$ cat config.mk
export PLATFORM = sky130hd
export DESIGN_NAME = dequantization
export DESIGN_NICKNAME = d
export VERILOG_FILES = /design/src/rtl/dequantization_pkg.sv /design/src/rtl/dequantization_round_sat.sv /design/src/rtl/dequantization.sv
export SDC_FILE = /design/constraint.sdc
export NUM_CORES = 1
export LEC_CHECK = 0
export ABC_AREA = 1
export ABC_CLOCK_PERIOD_IN_PS = 6100
export BUFFER_PORTS_ARGS = -buffer_cell sky130_fd_sc_hd__buf_2
export CAP_MARGIN = 10
export CORE_AREA = 2 2 200 202
export CTS_BUF_LIST = sky130_fd_sc_hd__clkbuf_8
export DETAILED_ROUTE_END_ITERATION = 7
export DIE_AREA = 0 0 202 204
export GPL_TIMING_DRIVEN = 0
export PLACE_DENSITY_LB_ADDON = 0.15
export SLEW_MARGIN = 10
export SYNTH_ARGS = -nofsm -noshare
export SYNTH_HDL_FRONTEND = slang
export SYNTH_SLANG_ARGS = --single-unit
$ cat constraint.sdc
create_clock -name clk -period 6.1 [get_ports clk]
set_clock_uncertainty 0.1 [all_clocks]
set_input_delay 0.915 -clock clk [delete_from_list [all_inputs] [get_ports clk]]
set_output_delay 0.915 -clock clk [all_outputs]
set_load 0.02 [all_outputs]
$ cat src/rtl/dequantization_pkg.sv
// Shared types and constants for the dequantizer: FSM state encoding, Q31 rounding
// constants, int32 limits and the default scale pairing used with the quantizer.
package dequantization_pkg;

    typedef enum logic [2:0] {
        ST_IDLE  = 3'd0,
        ST_SUB   = 3'd1,
        ST_MUL   = 3'd2,
        ST_SHIFT = 3'd3,
        ST_ROUND = 3'd4,
        ST_SAT   = 3'd5,
        ST_OUT   = 3'd6
    } state_t;

    localparam int                 Q_FRAC     = 31;
    localparam logic signed [71:0] ROUND_HALF = 72'sh0000_0000_0040_0000_00;
    localparam logic [31:0]        INT32_MAX  = 32'h7FFF_FFFF;
    localparam logic [31:0]        INT32_MIN  = 32'h8000_0000;

    localparam logic [30:0]        DEF_Q_VAL   = 31'd1144516732;
    localparam logic [4:0]         DEF_EXP_VAL = 5'd9;
    localparam logic signed [8:0]  DEF_ZP_VAL  = 9'sd0;

    // A 41-bit value fits int32 when its top ten bits are all copies of the sign.
    function automatic logic fits_int32(input logic [40:0] v);
        return (v[40:31] == {10{v[40]}});
    endfunction

endpackage

$ cat src/rtl/dequantization_round_sat.sv
// Combinational Q31 round-half-up and int32 saturation, shared by rescale blocks.
// The parent registers each result in its own pipeline state.
module dequantization_round_sat
    import dequantization_pkg::*;
(
    input  logic [71:0] shifted,
    input  logic [40:0] rounded_in,
    output logic [40:0] rounded,
    output logic [31:0] sat_data,
    output logic        sat_flag
);

    logic signed [71:0] biased;

    always_comb begin
        biased  = $signed(shifted) + ROUND_HALF;
        rounded = 41'(biased >>> Q_FRAC);
    end

    always_comb begin
        sat_data = rounded_in[31:0];
        sat_flag = 1'b0;
        if (!fits_int32(rounded_in)) begin
            sat_flag = 1'b1;
            sat_data = rounded_in[40] ? INT32_MIN : INT32_MAX;
        end
    end

endmodule

$ cat src/rtl/dequantization.sv
// Multi-cycle dequantizer: int9 activation back to the int32 accumulator domain,
// sat32(round((x - zp) * Q / 2^31 * 2^EXP)), one operation in flight.
module dequantization
    import dequantization_pkg::*;
#(
    parameter logic [30:0]       DEF_Q   = DEF_Q_VAL,
    parameter logic [4:0]        DEF_EXP = DEF_EXP_VAL,
    parameter logic signed [8:0] DEF_ZP  = DEF_ZP_VAL
) (
    input  logic        clk,
    input  logic        rst,
    input  logic [30:0] cfg_q,
    input  logic [4:0]  cfg_exp,
    input  logic [8:0]  cfg_zp,
    input  logic [8:0]  in_data,
    input  logic        in_valid,
    output logic        in_ready,
    output logic [31:0] out_data,
    output logic        out_sat,
    output logic        out_valid,
    input  logic        out_ready
);

    state_t state, state_next;

    logic [8:0]  x_reg;
    logic [8:0]  zp_reg;
    logic [30:0] q_reg;
    logic [4:0]  exp_reg;
    logic [9:0]  d_reg;
    logic [40:0] p_reg;
    logic [71:0] s_reg;
    logic [40:0] r_reg;

    logic [40:0] rounded;
    logic [31:0] sat_data;
    logic        sat_flag;

    dequantization_round_sat u_round_sat (
        .shifted    (s_reg),
        .rounded_in (r_reg),
        .rounded    (rounded),
        .sat_data   (sat_data),
        .sat_flag   (sat_flag)
    );

    always_ff @(posedge clk) begin
        if (rst) state <= ST_IDLE;
        else     state <= state_next;
    end

    always_comb begin
        state_next = state;
        in_ready   = 1'b0;
        out_valid  = 1'b0;
        case (state)
            ST_IDLE: begin
                in_ready = 1'b1;
                if (in_valid) state_next = ST_SUB;
            end
            ST_SUB:   state_next = ST_MUL;
            ST_MUL:   state_next = ST_SHIFT;
            ST_SHIFT: state_next = ST_ROUND;
            ST_ROUND: state_next = ST_SAT;
            ST_SAT:   state_next = ST_OUT;
            ST_OUT: begin
                out_valid = 1'b1;
                if (out_ready) state_next = ST_IDLE;
            end
            default:  state_next = ST_IDLE;
        endcase
    end

    // Operands are sign-extended by hand so every product/shift is done at full
    // width; the low bits of an unsigned multiply equal the two's-complement product.
    always_ff @(posedge clk) begin
        if (rst) begin
            x_reg    <= '0;
            zp_reg   <= DEF_ZP;
            q_reg    <= DEF_Q;
            exp_reg  <= DEF_EXP;
            d_reg    <= '0;
            p_reg    <= '0;
            s_reg    <= '0;
            r_reg    <= '0;
            out_data <= '0;
            out_sat  <= 1'b0;
        end else begin
            case (state)
                ST_IDLE: begin
                    if (in_valid) begin
                        x_reg   <= in_data;
                        zp_reg  <= cfg_zp;
                        q_reg   <= cfg_q;
                        exp_reg <= cfg_exp;
                    end
                end
                ST_SUB:   d_reg <= {x_reg[8], x_reg} - {zp_reg[8], zp_reg};
                ST_MUL:   p_reg <= {{31{d_reg[9]}}, d_reg} * {10'd0, q_reg};
                ST_SHIFT: s_reg <= {{31{p_reg[40]}}, p_reg} << exp_reg;
                ST_ROUND: r_reg <= rounded;
                ST_SAT: begin
                    out_data <= sat_data;
                    out_sat  <= sat_flag;
                end
                default: ;
            endcase
        end
    end

endmodule

; Word level (Yosys, flattened, before mapping)
; Cells that the tools add are included.
[word_totals]
register_bits = 254
inputBits = 58
output_inout_bits = 35
word_cells = 35
[classes]
addsub = 2
mul = 1
n_eq_ne = 9
n_shift = 1
mux = 8
reduce_logical = 3
[ops]
columns = operator, count
row1 = $add 72x32->72 const B, 1
row2 = $shl 72x5->72, 1
row3 = $mux 32, 2
row4 = $mul 10x32->41, 1
row5 = $pmux 3 s7, 1
row6 = $sub 9x9->10, 1
row7 = $eq 3x3->1 const B, 3
row8 = $eq 9x9->1, 1
row9 = $eq 3x2->1 const B, 2
row10 = $mux 3, 2
row11 = $ne 2x2->1 const B, 2
row12 = $reduce_and 2->1, 2
row13 = $eq 3x1->1 const B, 1
row14 = $logic_not 3->1, 1
row15 = $mux 1, 3

; Longest topological paths before layout
[depth]
word_depth = 3
ltp_mapped = 27
mapped_depth_nobuf = 26

; Cells and area by module
; From an unflattened synthesis, not the netlist that was laid out.
[unflattened]
hier_cells = 3613
area_unflattened_um2 = 24098.1
[modules_own_cells]
columns = mod, n_inst, cells_per_inst, area_per_inst_um2, seq_area_each_um2
row1 = dequantization, 1, 3264, 22485.3, 5084.9
row2 = dequantization_round_sat, 1, 349, 1612.8, 0.0

; Least setup slack after synthesis
; No wires, ideal clock.
[synth_timing]
kind = reg-to-reg
start = register d_reg[9]
end = register p_reg[36]
setup_time_ns = 0.117
arrival_ns = 4.905
t_required_ns = 5.883
path_slack_ns = 0.978
stages_incl_launch_ff = 24
path_buffers = 2
synth_period_minus_slack_ns = 5.122
cell_sequence = dfxtp_1 > buf_2 > inv_1 > buf_1 > nor2_1 > fa_1 > fa_1 > fa_1 > fa_1 > inv_1 > fa_1 > inv_1 > ha_1 > nand2_1 > nor2_1 > nand3_1 > nand3_1 > nand2_1 > nand2_1 > nand2_1 > nand3_1 > nand2_1 > nor2_1 > nor2_1
[synth_via]
elab_chain_len = 1
[synth_rtl]
columns = item, line
row1 = start: declaration, dequantization.sv:30  ; logic [9:0] d_reg;
row2 = start signal: assignment, dequantization.sv:98  ; ST_SUB: d_reg <= {x_reg[8], x_reg} - {zp_reg[8], zp_reg};
row3 = $mul 10x32->41, dequantization.sv:99  ; ST_MUL: p_reg <= {{31{d_reg[9]}}, d_reg} * {10'd0, q_reg};
row4 = end signal: assignment, dequantization.sv:99
row5 = end: declaration, dequantization.sv:31  ; logic [40:0] p_reg;
; Every way passes these cells.
; A chain may end at the register's enable or synchronous reset.

; Worst setup path after layout
[layout_timing]
start = register d_reg[9]
end = register p_reg[32]
; The elaborated chain is that of the path after synthesis.

==> qor.yml <==
cts:
  clk_root_buffer_cell: "clkbuf_8"
  cts_tree: "done"
  worstSkewPairLatency_ns: 0.61
  cts_inserted_buffers: 41
  path_clk_slew_ns: 0.05
  holdBufCountCts: 0
  cts_buffer_depth: 3
  htreeDepth: 2
  cts_sinks: 224
grt:
  grt_max_degree: 13
  gr-total-overflow: 0
  grt_pass1_wl_um: 116100
  grt_pass1_vias: 21293
  grt_util_all_layers: 0.3619
  antenna_found_initial: 0
final_layout:
  finalInstanceArea_um2: 24510
  final-seq-area_um2: 4486
  nFillCells: 3763
  final_common_cell: "nand2_1"
  drive_gt1_frac: 0.06871
  instances_no_fill: 4018
  nNetsFinal: 3870
  largest_register_ffs: 42
  synthToLayoutAreaGrowth_pct: 9.023
  diodes: 0
  layout_common_cells: "nand2_1 (875), inv_1 (662), nand3_1 (245)"
  multiInputGateArea_um2: 14840
die:
  initial_core_util: 0.5737
  die_w_um: 202
  coreArea_um2: 39180
  dieArea_um2: 41210
  chipHeight_um: 204
  boundaryPins: 93
  row_count: 73
synthesis:
  ys.flop_type: "dfxtp_1"
  synth_warnings: 0
  syn_inst: 3330
  synthesis.nets: 3734
  yosysSeqAreaShare: 0.1995
  synthDistinctLibCells: 45
  avgSynthCellArea_um2: 6.750
  synth-async-reset-ratio: 0
  synth_seq_cells: 224
  synth-edff-count: 0
  synth_area_um2: 22480
place:
  port_buffers: 91
  dp_worst_setup_slack_ns: -0.3021
  dp_hpwl_um: 60000
  gp_routability_congestion: 0.9652
  post-place-cells: 3946
  post_dp_cell_area_um2: 23590
min_path:
  hp-class: "flip-flop to flip-flop"
  worstHoldStart: "q_reg[15]"
route:
  viasPerCell: 5.512
  final_antenna_net_count: 0
  wl_um: 73890
  drcViolationCount: 0
  dr.first_iter.drc_count: 1678
  dr.pass1.iters: 5
  wire_per_inst_um: 18.39
  vias: 22149
timing:
  slew_viol_final: 0
  finalHoldViolCount: 0
  setup_viol: 0
  max_freq_mhz: 170.3
  period_needed_ns: 5.871
  min_period_over_period: 0.9624
  worst_slew_pin_slew_ns: 0.9863
  setup_tns_ns: 0
  max-slew-margin-rel: 0.3424
  layout_setup_ws_ns: 0.2294
power:
  power.total_mw: 8.772
  p_per_area_nw_per_um2: 358.0
  total_leakage_power_nw: 13.12
  peakVddDrop_mv: 0.2970
critical_path:
  cpPeakStageDelay_ns: 0.57
  cp-start-kind: "flip-flop"
  crit_path_end_kind: "flip-flop"
  crit_slowest_cell: "fa_1"
  cp_cell_sequence: "buf_6 > clkinvlp_4 > clkbuf_4 > nor2_1 > fa_1 > fa_1 > fa_1 > fa_1 > inv_1 > fa_1 > inv_1 > ha_2 > nand2_1 > nor2_1 > nand2_1 > nor2_1 > nand2_1 > nand3_1 > nand2_1 > nand3_1 > nand3_1 > nand2_1 > inv_1"
  crit_path_max_fanout: 10
  regToRegStartpoint: "d_reg[9]"
  path_class: "flip-flop to flip-flop"
  crit_arrival_ns: 6.25
  startpoint: "d_reg[9]"
  required_ns: 6.48
outcome:
  status: "completed"
job:
  cap_violations: 0
==> metrics by stage <==
stage / hold WS [ns] / utilization
after floorplan: 0.3270 / -
after global placement: 0.3387 / 0.6020
after detailed placement: 0.3446 / 0.6020
after CTS: 0.3585 / 0.6241
after global routing: 0.3767 / 0.6254
final: 0.3566 / 0.6254
==> metal layers <==
metal / GRT usage / vias to the layer above / part of all wire
li1: - / 10446 / -
met1: 0.4645 / 10545 / 0.41
met2: 0.6098 / 971 / 0.47
met3: 0.04751 / 187 / 0.074
met4: 0.1670 / 0 / 0.049
met5: 0 / - / 0
==> worst paths after layout <==
kind / endpoint / slack (ns) / cells after the start
worst min-delay path: q_reg[15] / 0.36 / 2
worst max-delay path: p_reg[32] / 0.23 / 23
worst max register to register: p_reg[32] / 0.23 / 23
worst min register to register: q_reg[15] / 0.36 / 2
==> synth_stat cells, drive strengths merged (2+ instances only) <==
library cell / number / area share
or2: 12 / 0.0033
buf: 48 / 0.011
nand3b: 2 / 0.00067
nor4: 5 / 0.0014
dfxtp: 224 / 0.20
fa: 232 / 0.21
o21ai: 225 / 0.050
mux2i: 3 / 0.0013
xnor2: 12 / 0.0047
and2: 3 / 0.00084
nand2: 879 / 0.15
a31oi: 4 / 0.0011
a21o: 2 / 0.00067
inv: 658 / 0.11
a21oi: 177 / 0.040
clkinv: 3 / 0.00050
nand3: 250 / 0.057
ha: 114 / 0.063
nor2: 232 / 0.040
nor3: 33 / 0.0086
clkbuf: 118 / 0.020
o211ai: 32 / 0.011
xor2: 38 / 0.015
o21bai: 7 / 0.0023
nand4: 11 / 0.0031
o21a: 2 / 0.00067
==> kinds of logic after synthesis <==
kind of cell / share of synthesized area
mux: 0.001336
flops: 0.1995
compound gates: 0.1066
fa+ha+maj: 0.2701
buf+inv: 0.1407
simple gates: 0.2623
xor+xnor: 0.01948
==> where the power goes <==
part	internal [mW]	switching, mW
Sequential	1.59	0.112
Combinational	1.81	3.73
Clock	0.850	0.675
==> repair_timing <==
item / CTS / global route
endpoints found under the setup margin: 24 / 24
pin swaps: 0 / 0
setup buffers: 0 / 2
gates resized for setup: 4 / 36
==> area by class of cell <==
type,count,area share
multi-input combinational,2279,0.6055
sequential,224,0.1830
inverter,661,0.1014
buffer,166,0.02900
clock buffer,48,0.02696
tap,525,0.02680
timing repair buffer,93,0.01920
clock inverter,22,0.008067
==> critical path: cells and delay by family, from the launching register on <==
family | cells | cell delay (ns)
DFF | 1 | 0.45
buffers and inverters | 6 | 0.78
adders and majority gates | 6 | 3.04
and+or+nand+nor | 11 | 1.39
No activity file was read; power rests on OpenSTA's default activity.
